### src/rtl/float_log_prep_if.sv
// -----------------------------------------------------------------------------
// float_log_prep_if
// Stream bundle for float_log_prep: the input float handshake and the paired
// result handshake.
//   in_valid / in_ready / in_data         : input float x
//   out_valid / out_ready                 : paired result handshake
//   out_nln2 / out_y / out_flag           : n*ln2, y and class of the head result
// master : the side that feeds x and consumes results (testbench / upstream)
// slave  : float_log_prep itself
// -----------------------------------------------------------------------------
interface float_log_prep_if #(
    parameter int DATA_W = 32
);
    logic              in_valid;
    logic              in_ready;
    logic [DATA_W-1:0] in_data;
    logic              out_valid;
    logic              out_ready;
    logic [DATA_W-1:0] out_nln2;
    logic [DATA_W-1:0] out_y;
    logic [2:0]        out_flag;

    modport master (
        output in_valid, in_data, out_ready,
        input  in_ready, out_valid, out_nln2, out_y, out_flag
    );

    modport slave (
        input  in_valid, in_data, out_ready,
        output in_ready, out_valid, out_nln2, out_y, out_flag
    );
endinterface

### src/rtl/float_log_prep.sv
// -----------------------------------------------------------------------------
// float_log_prep
// Front end of the float log(x) datapath. Splits x = 1.m * 2^n into n*ln2 and
// y = (1 - 1.m) / (1 + 1.m) by driving external fixed2float, mult, add, sub and
// div cores, classifies special inputs, and re-pairs the mult and div results
// in order through show-ahead FIFOs onto one valid/ready output.
//
// Ports:
//   clk, reset            clock, asynchronous active-high reset
//   bus (slave)           input float stream and paired result stream
//   err_clr               clears the sticky error bits
//   err_misalign          sticky: add_rdy and sub_rdy disagreed in some cycle
//   err_overflow          sticky: a FIFO push was attempted while full
//   fixed2float_*         integer n -> float n
//   mult_*                float n * ln2
//   add_* / sub_*         1 + 1.m and 1 - 1.m
//   div_*                 (1 - 1.m) / (1 + 1.m)
// -----------------------------------------------------------------------------

// Show-ahead FIFO with wrap-bit pointers. A push into a full FIFO is dropped
// and reported on o_overflow; the pointers are left untouched.
module float_log_prep_fifo #(
    parameter int W     = 32,
    parameter int DEPTH = 16
) (
    input  logic         clk,
    input  logic         reset,
    input  logic         i_push,
    input  logic [W-1:0] i_data,
    input  logic         i_pop,
    output logic [W-1:0] o_head,
    output logic         o_empty,
    output logic         o_overflow
);
    localparam int AW = $clog2(DEPTH);

    logic [W-1:0] r_mem [DEPTH];
    logic [AW:0]  r_wr;
    logic [AW:0]  r_rd;
    logic         w_full;
    logic         w_empty;
    logic         w_do_push;
    logic         w_do_pop;

    assign w_empty    = (r_wr == r_rd);
    assign w_full     = (r_wr[AW] != r_rd[AW]) && (r_wr[AW-1:0] == r_rd[AW-1:0]);
    assign w_do_push  = i_push && !w_full;
    assign w_do_pop   = i_pop && !w_empty;
    assign o_overflow = i_push && w_full;
    assign o_empty    = w_empty;
    assign o_head     = r_mem[r_rd[AW-1:0]];

    always_ff @(posedge clk or posedge reset) begin
        if (reset) begin
            r_wr <= '0;
            r_rd <= '0;
        end else begin
            if (w_do_push) r_wr <= r_wr + 1'b1;
            if (w_do_pop)  r_rd <= r_rd + 1'b1;
        end
    end

    always_ff @(posedge clk) begin
        if (w_do_push) r_mem[r_wr[AW-1:0]] <= i_data;
    end
endmodule

module float_log_prep #(
    parameter int                     EXP_W      = 8,
    parameter int                     MAN_W      = 23,
    parameter int                     FIFO_DEPTH = 16,
    parameter logic [EXP_W+MAN_W:0]   LN2_CONST  = 32'h3F317218,
    parameter logic [EXP_W+MAN_W:0]   ONE_CONST  = 32'h3F800000
) (
    input  logic                   clk,
    input  logic                   reset,
    float_log_prep_if.slave        bus,
    input  logic                   err_clr,
    output logic                   err_misalign,
    output logic                   err_overflow,

    output logic [EXP_W+MAN_W:0]   fixed2float_a,
    output logic                   fixed2float_valid,
    input  logic [EXP_W+MAN_W:0]   fixed2float_result,
    input  logic                   fixed2float_rdy,

    output logic [EXP_W+MAN_W:0]   mult_a,
    output logic [EXP_W+MAN_W:0]   mult_b,
    output logic                   mult_valid,
    input  logic [EXP_W+MAN_W:0]   mult_result,
    input  logic                   mult_rdy,

    output logic [EXP_W+MAN_W:0]   add_a,
    output logic [EXP_W+MAN_W:0]   add_b,
    output logic                   add_valid,
    input  logic [EXP_W+MAN_W:0]   add_result,
    input  logic                   add_rdy,

    output logic [EXP_W+MAN_W:0]   sub_a,
    output logic [EXP_W+MAN_W:0]   sub_b,
    output logic                   sub_valid,
    input  logic [EXP_W+MAN_W:0]   sub_result,
    input  logic                   sub_rdy,

    output logic [EXP_W+MAN_W:0]   div_a,
    output logic [EXP_W+MAN_W:0]   div_b,
    output logic                   div_valid,
    input  logic [EXP_W+MAN_W:0]   div_result,
    input  logic                   div_rdy
);
    localparam int              DATA_W = 1 + EXP_W + MAN_W;
    localparam int              BIAS   = 2**(EXP_W-1) - 1;
    localparam logic [EXP_W:0]  BIAS_X = (EXP_W+1)'(BIAS);
    localparam int              CNT_W  = $clog2(FIFO_DEPTH) + 1;
    localparam logic [CNT_W-1:0] CNT_MAX = CNT_W'(FIFO_DEPTH);

    localparam logic [2:0] FLAG_NORMAL = 3'd0;
    localparam logic [2:0] FLAG_ZERO   = 3'd1;
    localparam logic [2:0] FLAG_NEG    = 3'd2;
    localparam logic [2:0] FLAG_PINF   = 3'd3;
    localparam logic [2:0] FLAG_NAN    = 3'd4;

    // ---------------------------------------------------------------- accept
    logic             w_acc;
    logic             w_out_hs;
    logic [CNT_W-1:0] r_outstanding;

    assign bus.in_ready = !reset && (r_outstanding < CNT_MAX);
    assign w_acc        = bus.in_valid && bus.in_ready;
    assign w_out_hs     = bus.out_valid && bus.out_ready;

    always_ff @(posedge clk or posedge reset) begin
        if (reset) begin
            r_outstanding <= '0;
        end else if (w_acc && !w_out_hs) begin
            r_outstanding <= r_outstanding + 1'b1;
        end else if (!w_acc && w_out_hs) begin
            r_outstanding <= r_outstanding - 1'b1;
        end
    end

    // ------------------------------------------------------- field split
    logic                 w_s;
    logic [EXP_W-1:0]     w_e;
    logic [MAN_W-1:0]     w_m;
    logic                 w_e_ones;
    logic [EXP_W:0]       w_n_short;
    logic [DATA_W-1:0]    w_n;
    logic [DATA_W-1:0]    w_mant;
    logic [2:0]           w_flag;

    assign w_s       = bus.in_data[DATA_W-1];
    assign w_e       = bus.in_data[DATA_W-2:MAN_W];
    assign w_m       = bus.in_data[MAN_W-1:0];
    assign w_e_ones  = &w_e;
    // unbiased exponent in EXP_W+1 bits two's complement, then sign-extended
    assign w_n_short = {1'b0, w_e} - BIAS_X;
    assign w_n       = {{(DATA_W-EXP_W-1){w_n_short[EXP_W]}}, w_n_short};
    // 1.m as a positive float with a zero unbiased exponent
    assign w_mant    = {1'b0, BIAS_X[EXP_W-1:0], w_m};

    always_comb begin
        w_flag = FLAG_NORMAL;
        if (w_e_ones && (w_m != '0)) begin
            w_flag = FLAG_NAN;
        end else if (w_e_ones && !w_s) begin
            w_flag = FLAG_PINF;
        end else if (w_e_ones) begin
            w_flag = FLAG_NEG;
        end else if (w_e == '0) begin
            w_flag = FLAG_ZERO;
        end else if (w_s) begin
            w_flag = FLAG_NEG;
        end
    end

    // ------------------------------------------------------------ stage 1
    logic [DATA_W-1:0] r_n;
    logic [DATA_W-1:0] r_mant;
    logic              r_v1;

    always_ff @(posedge clk or posedge reset) begin
        if (reset) begin
            r_n    <= '0;
            r_mant <= '0;
            r_v1   <= 1'b0;
        end else begin
            r_v1 <= w_acc;
            if (w_acc) begin
                r_n    <= w_n;
                r_mant <= w_mant;
            end
        end
    end

    // --------------------------------------------------------- core drive
    // Special classes still flow through the cores so every input produces
    // exactly one mult and one div result and ordering is never broken.
    assign fixed2float_a     = r_n;
    assign fixed2float_valid = r_v1;

    assign mult_a     = fixed2float_result;
    assign mult_b     = LN2_CONST;
    assign mult_valid = fixed2float_rdy && !reset;

    assign add_a     = ONE_CONST;
    assign add_b     = r_mant;
    assign add_valid = r_v1;
    assign sub_a     = ONE_CONST;
    assign sub_b     = r_mant;
    assign sub_valid = r_v1;

    assign div_a     = sub_result;
    assign div_b     = add_result;
    assign div_valid = sub_rdy && add_rdy && !reset;

    // ---------------------------------------------------------- re-pairing
    logic [DATA_W-1:0] w_head_n;
    logic [DATA_W-1:0] w_head_y;
    logic [2:0]        w_head_f;
    logic              w_empty_n;
    logic              w_empty_y;
    logic              w_empty_f;
    logic              w_ovf_n;
    logic              w_ovf_y;
    logic              w_ovf_f;

    float_log_prep_fifo #(.W(DATA_W), .DEPTH(FIFO_DEPTH)) u_fifo_n (
        .clk        (clk),
        .reset      (reset),
        .i_push     (mult_rdy),
        .i_data     (mult_result),
        .i_pop      (w_out_hs),
        .o_head     (w_head_n),
        .o_empty    (w_empty_n),
        .o_overflow (w_ovf_n)
    );

    float_log_prep_fifo #(.W(DATA_W), .DEPTH(FIFO_DEPTH)) u_fifo_y (
        .clk        (clk),
        .reset      (reset),
        .i_push     (div_rdy),
        .i_data     (div_result),
        .i_pop      (w_out_hs),
        .o_head     (w_head_y),
        .o_empty    (w_empty_y),
        .o_overflow (w_ovf_y)
    );

    float_log_prep_fifo #(.W(3), .DEPTH(FIFO_DEPTH)) u_fifo_f (
        .clk        (clk),
        .reset      (reset),
        .i_push     (w_acc),
        .i_data     (w_flag),
        .i_pop      (w_out_hs),
        .o_head     (w_head_f),
        .o_empty    (w_empty_f),
        .o_overflow (w_ovf_f)
    );

    // Heads are gated by out_valid so nothing stale leaks out of an empty FIFO,
    // and zeroed for special classes.
    logic w_normal;

    assign bus.out_valid = !w_empty_n && !w_empty_y && !w_empty_f;
    assign w_normal      = bus.out_valid && (w_head_f == FLAG_NORMAL);
    assign bus.out_flag  = bus.out_valid ? w_head_f : 3'd0;
    assign bus.out_nln2  = w_normal ? w_head_n : '0;
    assign bus.out_y     = w_normal ? w_head_y : '0;

    // -------------------------------------------------------------- errors
    logic w_misalign;
    logic w_overflow;
    logic r_err_misalign;
    logic r_err_overflow;

    assign w_misalign = (add_rdy != sub_rdy);
    assign w_overflow = w_ovf_n || w_ovf_y || w_ovf_f;

    // a set event in the same cycle as err_clr keeps the bit set
    always_ff @(posedge clk or posedge reset) begin
        if (reset) begin
            r_err_misalign <= 1'b0;
            r_err_overflow <= 1'b0;
        end else begin
            if (w_misalign)   r_err_misalign <= 1'b1;
            else if (err_clr) r_err_misalign <= 1'b0;
            if (w_overflow)   r_err_overflow <= 1'b1;
            else if (err_clr) r_err_overflow <= 1'b0;
        end
    end

    assign err_misalign = r_err_misalign;
    assign err_overflow = r_err_overflow;
endmodule

### src/flat_wrapper.sv
// flat-port wrapper written by rule: the top's interface ports become plain ports
module float_log_prep_flat 
#(
    parameter int                     EXP_W      = 8,
    parameter int                     MAN_W      = 23,
    parameter int                     FIFO_DEPTH = 16,
    parameter logic [EXP_W+MAN_W:0]   LN2_CONST  = 32'h3F317218,
    parameter logic [EXP_W+MAN_W:0]   ONE_CONST  = 32'h3F800000
)
  (clk, reset, err_clr, err_misalign, err_overflow, fixed2float_a, fixed2float_valid, fixed2float_result, fixed2float_rdy, mult_a, mult_b, mult_valid, mult_result, mult_rdy, add_a, add_b, add_valid, add_result, add_rdy, sub_a, sub_b, sub_valid, sub_result, sub_rdy, div_a, div_b, div_valid, div_result, div_rdy, bus_in_valid, bus_in_data, bus_out_ready, bus_in_ready, bus_out_valid, bus_out_nln2, bus_out_y, bus_out_flag);
  float_log_prep_if #(.DATA_W(32)) bus_i ();
  input  logic clk;
  input  logic reset;
  input  logic err_clr;
  output logic err_misalign;
  output logic err_overflow;
  output logic [EXP_W+MAN_W:0] fixed2float_a;
  output logic fixed2float_valid;
  input  logic [EXP_W+MAN_W:0] fixed2float_result;
  input  logic fixed2float_rdy;
  output logic [EXP_W+MAN_W:0] mult_a;
  output logic [EXP_W+MAN_W:0] mult_b;
  output logic mult_valid;
  input  logic [EXP_W+MAN_W:0] mult_result;
  input  logic mult_rdy;
  output logic [EXP_W+MAN_W:0] add_a;
  output logic [EXP_W+MAN_W:0] add_b;
  output logic add_valid;
  input  logic [EXP_W+MAN_W:0] add_result;
  input  logic add_rdy;
  output logic [EXP_W+MAN_W:0] sub_a;
  output logic [EXP_W+MAN_W:0] sub_b;
  output logic sub_valid;
  input  logic [EXP_W+MAN_W:0] sub_result;
  input  logic sub_rdy;
  output logic [EXP_W+MAN_W:0] div_a;
  output logic [EXP_W+MAN_W:0] div_b;
  output logic div_valid;
  input  logic [EXP_W+MAN_W:0] div_result;
  input  logic div_rdy;
  input wire logic [$bits(bus_i.in_valid)-1:0] bus_in_valid;
  input wire logic [$bits(bus_i.in_data)-1:0] bus_in_data;
  input wire logic [$bits(bus_i.out_ready)-1:0] bus_out_ready;
  output wire logic [$bits(bus_i.in_ready)-1:0] bus_in_ready;
  output wire logic [$bits(bus_i.out_valid)-1:0] bus_out_valid;
  output wire logic [$bits(bus_i.out_nln2)-1:0] bus_out_nln2;
  output wire logic [$bits(bus_i.out_y)-1:0] bus_out_y;
  output wire logic [$bits(bus_i.out_flag)-1:0] bus_out_flag;
  assign bus_i.in_valid = bus_in_valid;
  assign bus_i.in_data = bus_in_data;
  assign bus_i.out_ready = bus_out_ready;
  assign bus_in_ready = bus_i.in_ready;
  assign bus_out_valid = bus_i.out_valid;
  assign bus_out_nln2 = bus_i.out_nln2;
  assign bus_out_y = bus_i.out_y;
  assign bus_out_flag = bus_i.out_flag;
  float_log_prep #(.EXP_W(EXP_W), .MAN_W(MAN_W), .FIFO_DEPTH(FIFO_DEPTH), .LN2_CONST(LN2_CONST), .ONE_CONST(ONE_CONST)) u_core (.clk(clk), .reset(reset), .bus(bus_i), .err_clr(err_clr), .err_misalign(err_misalign), .err_overflow(err_overflow), .fixed2float_a(fixed2float_a), .fixed2float_valid(fixed2float_valid), .fixed2float_result(fixed2float_result), .fixed2float_rdy(fixed2float_rdy), .mult_a(mult_a), .mult_b(mult_b), .mult_valid(mult_valid), .mult_result(mult_result), .mult_rdy(mult_rdy), .add_a(add_a), .add_b(add_b), .add_valid(add_valid), .add_result(add_result), .add_rdy(add_rdy), .sub_a(sub_a), .sub_b(sub_b), .sub_valid(sub_valid), .sub_result(sub_result), .sub_rdy(sub_rdy), .div_a(div_a), .div_b(div_b), .div_valid(div_valid), .div_result(div_result), .div_rdy(div_rdy));
endmodule
### config.mk
export PLATFORM = sky130hd
export DESIGN_NAME = float_log_prep_flat
export DESIGN_NICKNAME = d
export VERILOG_FILES = /design/src/rtl/float_log_prep_if.sv /design/src/rtl/float_log_prep.sv /design/src/flat_wrapper.sv
export SDC_FILE = /design/constraint.sdc
export NUM_CORES = 1
export LEC_CHECK = 0
export ABC_AREA = 0
export ABC_CLOCK_PERIOD_IN_PS = 6100
export BUFFER_PORTS_ARGS = -buffer_cell sky130_fd_sc_hd__buf_2
export CAP_MARGIN = 20
export CORE_MARGIN = 2
export CORE_UTILIZATION = 40
export DETAILED_ROUTE_END_ITERATION = 8
export PLACE_DENSITY = 0.56
export SKIP_CTS_REPAIR_TIMING = 1
export SLEW_MARGIN = 0
export SYNTH_ARGS = -nofsm -noshare
export SYNTH_HDL_FRONTEND = slang
export SYNTH_HIERARCHICAL = 1
export SYNTH_SLANG_ARGS = --single-unit
### constraint.sdc
create_clock -name clk -period 6.1 [get_ports clk]
set_input_delay 0.61 -clock clk [delete_from_list [all_inputs] [get_ports clk]]
set_output_delay 0.61 -clock clk [all_outputs]
set_load 0.01 [all_outputs]
After elaboration in Yosys (flattened, before gate mapping)
Memory sizes are Yosys's and may differ from the RTL's.
Index checks and enable logic that the tools add are counted.
{"block": "op_classes", "n_reduce_logical": 44, "add_sub_neg": 9, "eq_ne": 10, "order_cmp": 1, "muxes": 19}
{"op": "$mux 32", "count": 2}
{"op": "$add 5x1->5 const B", "count": 7}
{"op": "$logic_and 1x1->1", "count": 25}
{"op": "$reduce_bool 23->1", "count": 1}
{"op": "$eq 5x5->1", "count": 3}
{"op": "$mux 3", "count": 5}
{"op": "$eq 4x4->1", "count": 3}
{"op": "$logic_not 1->1", "count": 10}
{"op": "$mux 5", "count": 2}
{"op": "$mux 1", "count": 9}
{"op": "$sub 8x7->9 const B", "count": 1}
{"op": "$logic_not 8->1", "count": 1}
{"op": "$reduce_and 8->1", "count": 1}
{"op": "$reduce_bool 2->1", "count": 3}
{"op": "$lt 5x5->1 const B", "count": 1}
{"op": "$sub 5x1->5 const B", "count": 1}
{"op": "$ne 1x1->1", "count": 4}
{"op": "$logic_not 3->1", "count": 1}
{"op": "$logic_or 1x1->1", "count": 2}
{"op": "$mux 2", "count": 1}
{"block": "totals", "n_memories": 3, "wordCells": 98, "input_bits": 202, "reg_bits": 71, "mem_bits_rw": 1072, "output_inout_bits": 364}
{"memory": "u_core.u_fifo_n.r_mem", "depth": 16, "width": 32, "read_ports": 1, "rd_clocked_by_memory_dff": 0, "wr": 1, "line": "float_log_prep.sv:37", "source": "logic [W-1:0] r_mem [DEPTH];"}
{"memory": "u_core.u_fifo_y.r_mem", "depth": 16, "width": 32, "read_ports": 1, "rd_clocked_by_memory_dff": 0, "wr": 1, "line": "float_log_prep.sv:37"}
{"memory": "u_core.u_fifo_f.r_mem", "depth": 16, "width": 3, "read_ports": 1, "rd_clocked_by_memory_dff": 0, "wr": 1, "line": "float_log_prep.sv:37"}

Depth between registers and ports, before layout
Gate-level depths: netlist (run 1).
{"block": "logic_depth", "depth_word": 8, "ltp_mapped": 14, "ltp_nobuf": 12}

Modules after synthesis
Netlist (run 1), hierarchy kept.
{"mod": "float_log_prep_fifo at u_core.u_fifo_n ...", "seq_area_each_um2": 15625.0, "cells_each": 866, "n_inst": 2, "area_per_inst_um2": 19979.2}
{"mod": "float_log_prep", "seq_area_each_um2": 1026.0, "cells_each": 542, "n_inst": 1, "area_per_inst_um2": 4379.2}
{"mod": "float_log_prep_fifo at u_core.u_fifo_f", "seq_area_each_um2": 1691.6, "cells_each": 157, "n_inst": 1, "area_per_inst_um2": 2700.1}

Worst setup path before layout (run 1)
Ideal clock, no wire load.
{"block": "synth_path", "path_type": "register to register", "start": "register u_core.u_fifo_n.r_rd[1]", "end": "memory u_core.u_fifo_n.r_mem[0][0], enable pin", "required_time_ns": 5.599, "path_slack_ns": 1.532, "n_path_buf": 2, "setup_ns": 0.501, "arrival_ns": 4.067, "stages_incl_launch_ff": 7, "period_less_slack_ns": 4.568, "path_cell_list": "dfrtp_1 -> buf_6 -> xnor2_1 -> nand4_1 -> buf_4 -> nor2_2 -> nor4_1"}
{"block": "synth_between", "elab_chain_len": 6}
{"item": "start: declaration", "line": "float_log_prep.sv:39", "source": "logic [AW:0] r_rd;"}
{"item": "start signal: assignment", "line": "float_log_prep.sv:59", "source": "if (w_do_pop) r_rd <= r_rd + 1'b1;"}
{"item": "$eq 4x4->1", "line": "float_log_prep.sv:46", "source": "assign w_full = (r_wr[AW] != r_rd[AW]) && (r_wr[AW-1:0] == r_rd[AW-1:0]);"}
{"item": "$logic_and 1x1->1", "line": "float_log_prep.sv:46"}
{"item": "$logic_not 1->1", "line": "float_log_prep.sv:47", "source": "assign w_do_push = i_push && !w_full;"}
{"item": "$logic_and 1x1->1", "line": "float_log_prep.sv:47"}
{"item": "$mux 1", "line": "float_log_prep.sv:64", "source": "if (w_do_push) r_mem[r_wr[AW-1:0]] <= i_data;"}
{"item": "$mux 1 (not written as such)", "line": "float_log_prep.sv:64"}
{"item": "end: declaration", "line": "float_log_prep.sv:37"}
Every way passes these cells.

Worst setup path in the final report (run 1)
{"block": "layout_path", "start": "register u_core.u_fifo_n.r_rd[0]", "end": "output port bus_out_nln2[25]"}
{"block": "layout_between", "word_cells_on_any_way": 7, "cone_classes": "eq/ne: 1; mux: 1; reduce/logical: 4; memory: 1"}
{"item": "$mem_v2 16x32"}
{"item": "net u_core.w_head_n[25]", "line": "float_log_prep.sv:218", "source": "logic [DATA_W-1:0] w_head_n;"}
{"item": "$mux 32", "line": "float_log_prep.sv:268", "source": "assign bus.out_nln2 = w_normal ? w_head_n : '0;"}
{"item": "end: declaration", "line": "flat_wrapper.sv:46", "source": "output wire logic [$bits(bus_i.out_nln2)-1:0] bus_out_nln2;"}
The timed path passes the listed nets, and every way through them passes these cells.

==> results of run 1 <==
layer usage:
metal,vias to the layer above,track usage
met1,12025,0.230
met4,30,0.0719
met5,-,0.00800
li1,9714,-
met3,230,0.0557
met2,847,0.306
critical path: stages (launching register included):
cell and delay (ps):
dfrtp_4 1020, buf_4 620, nand2b_2 220, buf_4 500, o22ai_1 160, nor2_1 420
and2_2 230, buf_2 130
power breakdown:
part           leakage (nW)  switching, mW  internal, mW
combinational          5.33           4.10          3.20
sequential             10.6          0.855          9.54
clock                  1.77           2.92          3.85
cell families after synthesis:
group           count (synthesis)  share of synthesized area
simple gates                  361                     0.0394
xor+xnor                       46                    0.00904
fa+ha+maj                      23                    0.00628
compound gates                178                     0.0247
flops                        1143                      0.722
buf+inv                       396                     0.0619
mux                           282                      0.136
other cells                     2                   0.000160
cells in the final DEF (no fill, tap or decap), types with 23 or more instances in the layout:
| master | netlist | final |
|---|---|---|
| and2_2 | 54 | 54 |
| buf_2 | 35 | 273 |
| buf_4 | 272 | 52 |
| clkbuf_1 | 25 | 28 |
| clkbuf_16 | 0 | 117 |
| clkinv_1 | 0 | 27 |
| clkinv_2 | 0 | 23 |
| conb_1 | 2 | 100 |
| dfrtp_1 | 71 | 65 |
| edfxtp_1 | 1072 | 1072 |
| mux4_1 | 60 | 60 |
| mux4_2 | 208 | 208 |
| nand2_1 | 112 | 112 |
| nor2_1 | 83 | 77 |
| o22ai_1 | 128 | 128 |
| xnor2_1 | 37 | 37 |
final timing paths:
check                      cells after the start               startpoint                            to  slack [ps]
max                                            7  u_core/u_fifo_n/r_rd[0]              bus_out_nln2[25]        1390
min                                            3           bus_in_data[7]               u_core/add_b[7]         120
max reg2reg                                    5  u_core/u_fifo_n/r_rd[2]  u_core/u_fifo_n/r_mem[5][24]        2270
min reg2reg                                    1  u_core/r_outstanding[4]       u_core/r_outstanding[4]         480
max in group asynchronous                      4                    reset              u_core/add_b[19]        5080
min in group asynchronous                      3                    reset       u_core/fixed2float_a[7]         560
final cells by class:
cell class | count | share of cell area
clock inverters | 69 | 0.0115
clock buffers | 145 | 0.0582
inverters | 20 | 0.00144
multi-input cells | 990 | 0.206
flip-flops and latches | 1143 | 0.652
diodes | 4 | 0.000192
repair buffers | 328 | 0.0345
well taps | 1524 | 0.0366
flip-flops by register name, summed over array words and instances, names as in the netlist, 9 cells and up:
name / count
u_core/u_fifo_n/r_mem: 512
u_core/u_fifo_y/r_mem: 512
u_core/u_fifo_f/r_mem: 48
u_core/add_b: 24
u_core/fixed2float_a: 9
metrics by stage:
stage               utilization  power (mW)  cells
detailed placement        0.416        18.0   4001
global route              0.448        25.6   4222
CTS                       0.448        24.8   4215
floorplan                     -        15.9   2529
finish                    0.448        24.5   4223
global placement          0.416        17.9   4001
==> flow_summary_export.csv, run 1 <==
group,metric,value,unit
run_status,outcome,"completed",
final_layout,regArea,34000,µm²
detailed_routing,ant_nets,0,
floorplan,rows,125,
floorplan,io_pins,566,
placed_design,placed_area,48400,µm²
placed_design,portBuffers,273,
timing,relSlewSlack,0.208,
synthesis,synth-edff-count,1072,
floorplan,start_util,0.404,
final_layout,multi_input_area,10700,µm²
placed_design,routabilityCongestion,0.866,
final_layout,finalNetCount,2823,
detailed_routing,dr_wl_met3,9.00,mm
synthesis,syn_inst,2431,
detailed_routing,m1WireLength,44.6,mm
detailed_routing,routed-wl-met2,55.0,mm
clock_network,cts_max_level,3,
floorplan,dieWidth,347,µm
floorplan,die_area,120000,µm²
synthesis,synthTopCellsByCount,"edfxtp_1 (1072), buf_4 (272), mux4_2 (208)",
synthesis,synth_area_leaders,"edfxtp_1 (68%), mux4_2 (10%), buf_4 (4.3%)",
global_route,grt_pass1_wl,162,mm
detailed_routing,drc,0,
synthesis,yosysMostFrequentCell,"edfxtp_1",
global_route,track_usage,0.186,
power_and_ir_drop,peakVddDrop,0.000335,V
timing,worst_slew_pin_slew,1190,ps
timing,post-route-period-util,0.772,
clock_network,cts_tree,"yes",
synthesis,async_flop_share,0.0621,
timing,skew,37.5,ps
synthesis,ys_seq_elements,1143,
timing,period_needed,4710,ps
placed_design,pre_cts_ws,1990,ps
synthesis,syn-cell-area,47000,µm²
clock_network,clk_latency,710,ps
clock_network,clock-sinks,1143,
final_layout,areaGrowthSynthToFinish,10.8,%
timing,layout_setup_ws,1390,ps
min_path,hp-class,"primary input to flop",
clock_network,path_clk_slew,60,ps
final_layout,postLayoutCellArea,52100,µm²
synthesis,ys.flop_type,"edfxtp_1",
clock_network,cts_buffers,115,
final_layout,drive_above_1_share,0.304,
detailed_routing,vias_per_cell,5.41,
timing,fin_setup_tns,0,ps
setup_path,endpoint_kind,"output port",
clock_network,max-clock-path-buffers,3,
detailed_routing,drt_iter0_drc,1802,
setup_path,cp_data_arrival_time,4100,ps
timing,drv_slew,0,
timing,hold_ws,117,ps
global_route,globalRouteOverflowTotal,0,
detailed_routing,avgRoutedWirePerCell,26.8,µm
synthesis,yosys.area.top_type,"edfxtp_1",
synthesis,postSynthAreaPerCell,19.3,µm²
synthesis,ys.warnings.count,6,
placed_design,hpwl,64.3,mm
timing,finalHoldViolCount,0,
clock_network,root_buffer,"clkbuf_16",
power_and_ir_drop,power_per_cell_area,469,nW/µm²
detailed_routing,routed_wirelength,113,mm
floorplan,dieHeight,347,µm
timing,max_freq,212,MHz
floorplan,fp.coreArea,116000,µm²
run,maxCapViolCount,0,
global_route,antenna_found_initial,23,
detailed_routing,top_layer_used,"met5",
synthesis,ys_seq_area_frac,0.722,
setup_path,cp_max_fo,43,
timing,setup_viol_count_final,0,
setup_path,criticalPathCategory,"flop to output port",
global_route,grt_max_degree,71,
timing,rsz0062_at_grt,"false",
power_and_ir_drop,leakage,17.7,nW
synthesis,synthDistinctLibCells,63,
detailed_routing,vias,22846,
global_route,grt_pass1_vias,23380,
setup_path,worstSetupStartpointType,"flop",
detailed_routing,drtPass1Iterations,5,
setup_path,worst-endpoint-required,5490,ps
final_layout,nFillCells,9965,
synthesis,synth.top_cell.area_share,0.684,
Note: power is estimated with default switching activity, not from simulation.
==> run 2: changes to the inputs <==
--- a/config.mk
+++ b/config.mk
@@ -5,14 +5,14 @@
 export SDC_FILE = /design/constraint.sdc
 export NUM_CORES = 1
 export LEC_CHECK = 0
-export ABC_AREA = 0
-export ABC_CLOCK_PERIOD_IN_PS = 6100
+export ABC_AREA = 1
+export ABC_CLOCK_PERIOD_IN_PS = 4000
 export BUFFER_PORTS_ARGS = -buffer_cell sky130_fd_sc_hd__buf_2
 export CAP_MARGIN = 20
 export CORE_MARGIN = 2
 export CORE_UTILIZATION = 40
 export DETAILED_ROUTE_END_ITERATION = 8
-export PLACE_DENSITY = 0.56
+export PLACE_DENSITY = 0.58
 export SKIP_CTS_REPAIR_TIMING = 1
 export SLEW_MARGIN = 0
 export SYNTH_ARGS = -nofsm -noshare
==> constraint.sdc (replaced) <==
create_clock -name clk -period 4 [get_ports clk]
set_input_delay 0.4 -clock clk [delete_from_list [all_inputs] [get_ports clk]]
set_output_delay 0.4 -clock clk [all_outputs]
set_load 0.01 [all_outputs]
==> run 2 against run 1 <==
Net effect: clock skew fell by 9.6 ps; clock power rose by 59%; largest power group unchanged; synthesized area rose by 6.7%; hold slack got worse by 110 ps; final cell count rose by 54%; synthesized cell count rose by 92%; setup slack got worse by 1100 ps; clock-buffer cell count fell by 4; critical path type unchanged; global-route usage rose by 1.6 points; non-clock buffer count rose by 43.
==> flow_summary_export.csv, run 2 <==
group,metric,value,unit
synthesis,ys_seq_elements,1143,
floorplan,die_area,128000,µm²
placed_design,place_inst,6263,
placed_design,routabilityCongestion,0.828,
timing,period_needed,3760,ps
synthesis,synthDistinctLibCells,39,
min_path,hold_end,"u_core/fixed2float_a[5]",
setup_path,cp-startpoint,"u_core/u_fifo_y/r_rd[0]",
setup_path,reg2reg_slack,810,ps
power_and_ir_drop,power_per_cell_area,705,nW/µm²
final_layout,fin_cells,6515,
setup_path,endpoint_kind,"output port",
timing,layout_setup_ws,243,ps
min_path,hp-class,"primary input to flop",
detailed_routing,drc,0,
detailed_routing,drtPass1Iterations,5,
synthesis,syn-cell-area,50200,µm²
synthesis,synthTopCellsByCount,"nand2_1 (1127), edfxtp_1 (1072), nor2_1 (810)",
synthesis,ys_seq_area_frac,0.677,
clock_network,clk_latency,730,ps
clock_network,root_buffer,"clkbuf_16",
floorplan,start_util,0.404,
power_and_ir_drop,seq_power_share,0.382,
synthesis,postSynthAreaPerCell,10.7,µm²
timing,fin_setup_tns,0,ps
setup_path,regToRegEndpoint,"u_core/r_outstanding[3]",
global_route,grt_max_degree,209,
power_and_ir_drop,switching_power,14.9,mW
placed_design,pre_cts_ws,772,ps
min_path,hold_path_depth,4,
timing,post-route-period-util,0.939,
timing,finalHoldViolCount,0,
min_path,min-delay-start,"bus_in_data[28]",
timing,skew,27.9,ps
clock_network,clock-sinks,1143,
synthesis,synth.top_cell.area_share,0.642,
run,maxCapViolCount,0,
setup_path,worst-endpoint-required,3600,ps
synthesis,synth-edff-count,1072,
timing,max_freq,266,MHz
placed_design,portBuffers,273,
synthesis,yosysMostFrequentCell,"nand2_1",
setup_path,cp_max_fo,199,
clock_network,cts_tree,"yes",
detailed_routing,routed_wirelength,134,mm
floorplan,io_pins,566,
global_route,grt_pass1_wl,193,mm
floorplan,dieWidth,358,µm
power_and_ir_drop,peakVddDrop,0.000760,V
timing,drv_slew,0,
power_and_ir_drop,combPwrFrac,0.343,
synthesis,ys.flop_type,"edfxtp_1",
power_and_ir_drop,swShare,0.378,
clock_network,path_clk_slew,60,ps
synthesis,async_flop_share,0.0621,
synthesis,syn_inst,4675,
setup_path,reg2reg_from,"u_core/u_fifo_y/r_rd[0]",
timing,hold_ws,3.64,ps
setup_path,worstSetupStartpointType,"flop",
power_and_ir_drop,power.internal,24.5,mW
power_and_ir_drop,leakage,21.5,nW
final_layout,final_cell_mix,"nand2_1 (1127), edfxtp_1 (1072), nor2_1 (798), o21ai_0 (449), buf_2 (273)",
global_route,antenna_found_initial,18,
power_and_ir_drop,p_clk_frac,0.275,
run_status,outcome,"completed",
synthesis,yosys.area.top_type,"edfxtp_1",
floorplan,rows,129,
final_layout,finish.utilization,0.451,
timing,worst_slew_pin_slew,1200,ps
synthesis,synth_area_leaders,"edfxtp_1 (64%), nand2_1 (8.4%), nor2_1 (6.1%)",
global_route,track_usage,0.202,
setup_path,rr_worst_depth,15,
final_layout,final_common_cell,"nand2_1",
detailed_routing,ant_nets,0,
placed_design,hpwl,72.2,mm
detailed_routing,drt_iter0_drc,2898,
setup_path,cp_data_arrival_time,3360,ps
timing,rsz0062_at_grt,"false",
timing,setup_viol_count_final,0,
floorplan,fp.coreArea,124000,µm²
global_route,grt_pass1_vias,29929,
clock_network,max-clock-path-buffers,3,
final_layout,drive_above_1_share,0.133,
detailed_routing,vias_per_cell,5.01,
floorplan,dieHeight,358,µm
setup_path,criticalPathCategory,"flop to output port",
global_route,globalRouteOverflowTotal,0,
detailed_routing,vias,32658,
clock_network,cts_max_level,3,
detailed_routing,avgRoutedWirePerCell,20.6,µm
timing,relSlewSlack,0.203,
final_layout,finalNetCount,5002,
final_layout,areaGrowthSynthToFinish,11.6,%
clock_network,cts_buffers,119,
synthesis,ys.warnings.count,6,
run 2: area by class of cell:
| cell class | count | area (µm²) |
|---|---|---|
| repair buffers | 371 | 2390 |
| flip-flops and latches | 1143 | 34000 |
| inverters | 209 | 806 |
| diodes | 4 | 10.0 |
| clock buffers | 141 | 3130 |
| well taps | 1637 | 2050 |
| fillers | 11423 | 68100 |
| clock inverters | 77 | 693 |
| multi-input cells | 2933 | 12900 |
run 2: power groups by stage:
stage / clock network, mW / logic, mW / registers, mW
floorplan: 0 / 9.64 / 15.1
global placement: 0 / 13.5 / 15.3
detailed placement: 0 / 13.5 / 15.3
CTS: 11.1 / 13.6 / 15.1
global route: 11.5 / 15.2 / 15.2
finish: 10.8 / 13.5 / 15.1
run 2: how the worst max path moves through the flow:
stage | to | depth (start not counted)
6_report | bus_out_y[19] | 12
5_1_grt | bus_out_y[17] | 11
4_1_cts | bus_out_nln2[25] | 11
3_5_place_dp | u_core/r_outstanding[3] | 15
3_3_place_gp | u_core/r_outstanding[4] | 17
2_1_floorplan | u_core/u_fifo_n/r_mem[0][0] | 10
run 2: through the flow:
step / total power [mW] / instance area, µm²
6_report: 39.4 / 56000
5_1_grt: 41.9 / 56000
4_1_cts: 39.7 / 55600
3_5_place_dp: 28.8 / 51800
3_3_place_gp: 28.7 / 51800
2_1_floorplan: 24.7 / 50500
run 2: worst max-delay path, stage by stage (launching register included):
cell	delay, ps
dfrtp_4	620
buf_12	560
nor2_1	120
nor2_1	110
o21ai_0	90
nand2_1	90
nand2_1	50
nand2_1	80
inv_1	30
nand2_1	150
inv_1	120
nor2_2	110
buf_2	140
run 2: layer usage:
metal  up-vias  part of all wire  track usage
li1      15456                 -            -
met1     15879              0.44        0.283
met2      1037              0.46        0.320
met3       274             0.064       0.0329
met4        12             0.031       0.0707
met5         -           0.00051            0
run 2: cells by family after synthesis:
group | Yosys count | share of synthesized area
fa+ha+maj | 23 | 0.00589
xor+xnor | 23 | 0.00402
simple gates | 2295 | 0.187
other cells | 2 | 0.000150
compound gates | 492 | 0.0493
buf+inv | 697 | 0.0767
flops | 1143 | 0.677
